`src/rtl/io_output_queue.sv`:
```
// First-word-fall-through output queue between the CPU execute stage and a downstream sink.
// Circular buffer with registered pointers and count; drops pushes when full unless a pop frees a slot.
module io_output_queue #(
    parameter int unsigned WIDTH = 36,
    parameter int unsigned DEPTH = 8
) (
    input  logic                     clock,
    input  logic                     reset,
    input  logic                     outFlag,
    input  logic [WIDTH-1:0]         dataIn,
    input  logic                     readyOut,
    output logic                     validOut,
    output logic [WIDTH-1:0]         dataOut,
    output logic [$clog2(DEPTH):0]   count,
    output logic                     full,
    output logic                     empty,
    output logic                     stallRequest,
    output logic                     overflow
);

    localparam int unsigned AW = $clog2(DEPTH);
    localparam int unsigned CW = AW + 1;

    logic [WIDTH-1:0] mem_q [DEPTH];

    logic [AW-1:0] wp_q, wp_d;
    logic [AW-1:0] rp_q, rp_d;
    logic [CW-1:0] count_q, count_d;
    logic          overflow_q, overflow_d;

    logic pop_c;
    logic push_c;

    // Status decodes depend on the registered count only, never on the strobes.
    assign full         = (count_q == CW'(DEPTH));
    assign empty        = (count_q == '0);
    assign stallRequest = (count_q >= CW'(DEPTH - 1));
    assign count        = count_q;
    assign overflow     = overflow_q;

    assign validOut = !empty;
    assign dataOut  = empty ? '0 : mem_q[rp_q];

    // A pop frees the head slot on the same edge, so a full queue can still accept a push.
    assign pop_c  = validOut && readyOut;
    assign push_c = outFlag && (!full || pop_c);

    always_comb begin
        wp_d       = wp_q;
        rp_d       = rp_q;
        count_d    = count_q;
        overflow_d = overflow_q;

        if (push_c) begin
            wp_d = wp_q + AW'(1);
        end
        if (pop_c) begin
            rp_d = rp_q + AW'(1);
        end

        if (push_c && !pop_c) begin
            count_d = count_q + CW'(1);
        end else if (pop_c && !push_c) begin
            count_d = count_q - CW'(1);
        end

        if (outFlag && !push_c) begin
            overflow_d = 1'b1;
        end
    end

    always_ff @(posedge clock) begin
        if (reset) begin
            wp_q       <= '0;
            rp_q       <= '0;
            count_q    <= '0;
            overflow_q <= 1'b0;
        end else begin
            wp_q       <= wp_d;
            rp_q       <= rp_d;
            count_q    <= count_d;
            overflow_q <= overflow_d;
        end
    end

    // Storage is not reset; stale entries are unreachable once the pointers clear.
    always_ff @(posedge clock) begin
        if (push_c && !reset) begin
            mem_q[wp_q] <= dataIn;
        end
    end

endmodule

```
`config.mk`:
```
export PLATFORM = sky130hd
export DESIGN_NAME = io_output_queue
export DESIGN_NICKNAME = d
export VERILOG_FILES = /design/src/rtl/io_output_queue.sv
export SDC_FILE = /design/constraint.sdc
export NUM_CORES = 1
export LEC_CHECK = 0
export CAP_MARGIN = 10
export CORE_ASPECT_RATIO = 0.75
export CORE_MARGIN = 5
export CORE_UTILIZATION = 50
export CTS_BUF_LIST = sky130_fd_sc_hd__clkbuf_8 sky130_fd_sc_hd__clkbuf_16
export DETAILED_ROUTE_END_ITERATION = 10
export HOLD_SLACK_MARGIN = 0.03
export PLACE_DENSITY = 0.7
export SYNTH_ARGS = -nofsm -noshare
export SYNTH_HDL_FRONTEND = slang
export SYNTH_SLANG_ARGS = --single-unit
```
`constraint.sdc`:
```
create_clock -name clock -period 11.5 [get_ports clock]
set_clock_uncertainty 0.05 [all_clocks]
set_input_delay 2.3 -clock clock [delete_from_list [all_inputs] [get_ports clock]]
set_output_delay 2.3 -clock clock [all_outputs]
set_load 0.03 [all_outputs]
```
Yosys cells after proc, flatten, opt, wreduce, memory -nomap -nowiden
Memories as Yosys holds them, arrays and structs flattened. A register that Yosys moved wholly into a read port is not among the register bits.
Index checks and enable logic that the tools add are counted.
{"block": "totals", "n_memories": 1, "in_bits": 40, "ram_bits": 288, "regBits": 11, "output_inout_bits": 45}
{"name": "mem_q", "words": 8, "width": 36, "read_ports": 1, "rd_clocked_by_memory_dff": 1, "write_ports": 1, "line_no": "24", "rtl": "logic [WIDTH-1:0] mem_q [DEPTH];"}
{"block": "op_classes", "n_mux": 7, "magnitude_cmp": 1, "n_reduce_logical": 14, "addsub": 4, "n_eq_ne": 1}
{"op": "$mux W36", "count": 1}
{"op": "$mux W4", "count": 2}
{"op": "$add A3 B1 Y3 const B", "count": 2}
{"op": "$logic_and A1 B1 Y1", "count": 6}
{"op": "$mux W3", "count": 2}
{"op": "$logic_not A1 Y1", "count": 5}
{"op": "$add A4 B1 Y4 const B", "count": 1}
{"op": "$eq A4 B4 Y1 const B", "count": 1}
{"op": "$ge A4 B3 Y1 const B", "count": 1}
{"op": "$logic_not A4 Y1", "count": 1}
{"op": "$sub A4 B1 Y4 const B", "count": 1}
{"op": "$mux W1", "count": 2}
{"op": "$reduce_bool A2 Y1", "count": 1}
{"op": "$logic_or A1 B1 Y1", "count": 1}

Depth between registers and ports, before layout
{"block": "logic_depth", "ltp_word": 9, "depth_mapped": 10, "depth_no_buf": 10}

Worst setup path before layout
Ideal clock, no wire load.
{"block": "synth_path", "kind": "input -> register", "startpoint": "input port reset", "endpoint": "memory mem_q[0][0], enable pin", "arrival_ps": 6234, "n_path_buf": 0, "slack_ps": 4684, "cell_stages": 2, "cell_sequence": "nor2_1 > nor4b_1"}
{"block": "synth_via", "elab_chain_len": 4}
{"element": "start: declaration", "line_no": "8", "rtl": "input logic reset,"}
{"element": "$logic_not A1 Y1", "line_no": "88", "rtl": "if (push_c && !reset) begin"}
{"element": "$logic_and A1 B1 Y1", "line_no": "88"}
{"element": "$mux W1", "line_no": "88"}
{"element": "$mux W1 (implied by the code)", "line_no": "89", "rtl": "mem_q[wp_q] <= dataIn;"}
{"element": "end: declaration", "line_no": "24"}
Every way passes these cells.

==> metrics.yaml <==
power_per_cell_area_nw_per_um2: 219.8
critical_path_required_ns: 9.15
cts_setup_buffers: 0
antenna_diode_count: 0
num_vias: 5468
clockRootBuffer: "clkbuf_16"
grt_use_met2_pct: 29.75
globalplace.congestion: 0.7259
insertion_delay_ns: 0.53
postSynthAreaPerCell_um2: 21.72
layout_common_cells: "288 x edfxtp_1, 84 x clkdlybuf4s50_1, 72 x mux4_2"
tritoncts_num_sinks: 302
drcViolationCount: 0
timing.setup.tns_ns: 0
layout.cells.most_common: "edfxtp_1"
timing.setup.critical_path_class: "reg -> out"
floorplan.die_area_um2: 26470
detailedRoute.firstPassIterationCount: 5
grt_antenna_before_repair: 2
total_nets_final: 686
groute.layer.met3.usage_pct: 3.449
maxCapViolations: 0
synth.lib_cells_used.distinct: 38
regToRegSetupSlack_ns: 8.43
irDropWorstVdd_uv: 201.8
post-route-min-period_ns: 5.962
rows: 48
max-clock-path-buffers: 3
cellLeakagePower_uw: 0.004278
gr-total-overflow: 0
first_global_vias: 5880
starting_density_of_the_core_pct: 50.75
htree_levels: 1
synthCells: 536
drive_above_1_share_pct: 21.97
dpl.cell_count: 910
finalWirelength_mm: 22.57
relSlewSlack_pct: 27.29
synth-seq-area-share_pct: 76.69
max_clock_freq_mhz: 167.7
cts_inserted_buffers: 28
setup-violations-final: 0
rsz0062_at_grt: "false"
min_path_type: "reg -> reg"
startpoint_type: "register"
drt_iter0_drc: 387
element_type_at_the_critical_path_end: "output port"
met1_track_usage_gr_pct: 23.42
core_region_area_um2: 22940
yosys_register_bits: 302
cts_hold_repair_buffers: 0
drv_slew: 0
synthesis.area_um2: 11640
synth-edff-count: 288
grt_util_all_layers_pct: 17.28
arrival_time_reported_for_the_critical_path_endpoint_ns: 3.61
tightestPinTransition_ns: 1.091
cts_resized: 0
route.detailed.vias_per_inst: 5.696
timing.final.crit_share_pct: 51.85
postSynth.asyncResetShare_pct: 0
whs_path_depth: 2
grt_busiest_layer: "met2"
largest_net_degree_at_the_start_of_global_routing: 73
port_buffers: 84
grt_pass1_wl_mm: 34.77
die-width_um: 186.2
synthesis.nets: 582
maximum_fanout_along_the_worst_path: 46
layoutNonFillerInstCount: 960
drt-wirelength-per-cell_um: 23.51
layout-area-overhead-vs-synth_pct: 18.08
clkTransAtPathRegs_ns: 0.06
hold_viol_final: 0
synth-warning-count: 0
io_pins: 85
die_h_um: 142.2
outcome: "complete, no violations"
cts_tree: "yes"
dp.final_hpwl_mm: 12.30
drtAntennaViolNets: 0
synth_flop_cell: "edfxtp_1"
r2r.worst_path.cells: 10
## cell families after synthesis
logic type	after synthesis	synth area share, %
buf+inv	30	1.472
simple gates	72	2.794
compound gates	11	0.6879
xor+xnor	5	0.4407
mux	110	17.21
fa+ha+maj	6	0.7093
flops	302	76.69
## report_power, final
group | total [uW] | leakage [uW] | internal, uW | switching, uW
combinational | 841 | 0.00112 | 398 | 443
sequential | 1310 | 0.00272 | 1240 | 70.8
clock | 869 | 0.000442 | 497 | 373
total | 3020 | 0.00428 | 2140 | 887
## path summary, 6_finish.rpt
path                               from                     to
hold reg to reg   overflow$_SDFFE_PP0P_  overflow$_SDFFE_PP0P_
setup reg to reg  count[0]$_SDFFE_PP0P_  count[3]$_SDFFE_PP0P_
hold / removal    overflow$_SDFFE_PP0P_  overflow$_SDFFE_PP0P_
setup / recovery               register             dataOut[1]
## per-stage QoR
step	worst slack [ns]	cell area, um2	utilization, %	hold slack, ns	total power, uW
after global placement	6.006	12880	56.15	0.4074	2172
after detailed placement	5.959	12880	56.15	0.4210	2188
after global routing	5.208	13750	59.92	0.4682	3160
after CTS	5.382	13750	59.92	0.4415	3062
final	5.538	13750	59.92	0.4376	3022
after floorplan	4.684	11640	-	0.4041	1910
## worst max-delay path: stages, from the launching register on
cell and delay, ns:
dfxtp_4 0.69, buf_4 0.82, mux4_2 0.62, mux2i_1 0.17
nor2_1 0.10, clkdlybuf4s50_1 0.65
## Yosys cell counts (all sizes together), types with 4 or more instances
| cell | count | area (um2) |
|---|---|---|
| xor2 | 4 | 42.55 |
| edfxtp | 288 | 8648 |
| mux4 | 72 | 1622 |
| nand2 | 7 | 41.29 |
| a21oi | 5 | 25.02 |
| dfxtp | 14 | 280.3 |
| nor2 | 51 | 191.4 |
| ha | 5 | 62.56 |
| mux2i | 37 | 370.4 |
| buf | 23 | 142.6 |
## final cells by class
type	count	area, um2
fillers	1628	9195
flip-flops and latches	302	8937
multi-input cells	204	2591
repair buffers	100	960.9
clock buffers	29	725.7
well taps	300	375.4
clock inverters	21	140.1
inverters	4	16.27
## flip-flops by register name, indices dropped and copies added (netlist names), named ones only
register / cells
wp_q: 3
mem_q: 288
count: 4
overflow: 1
rp_q: 3
## per-layer routing
metal	up-vias	routed length [um]
li1	2409	-
met1	2858	9387
met2	157	11360
met3	40	1417
met4	4	376
met5	-	27
(Power assumes the default switching activity.)
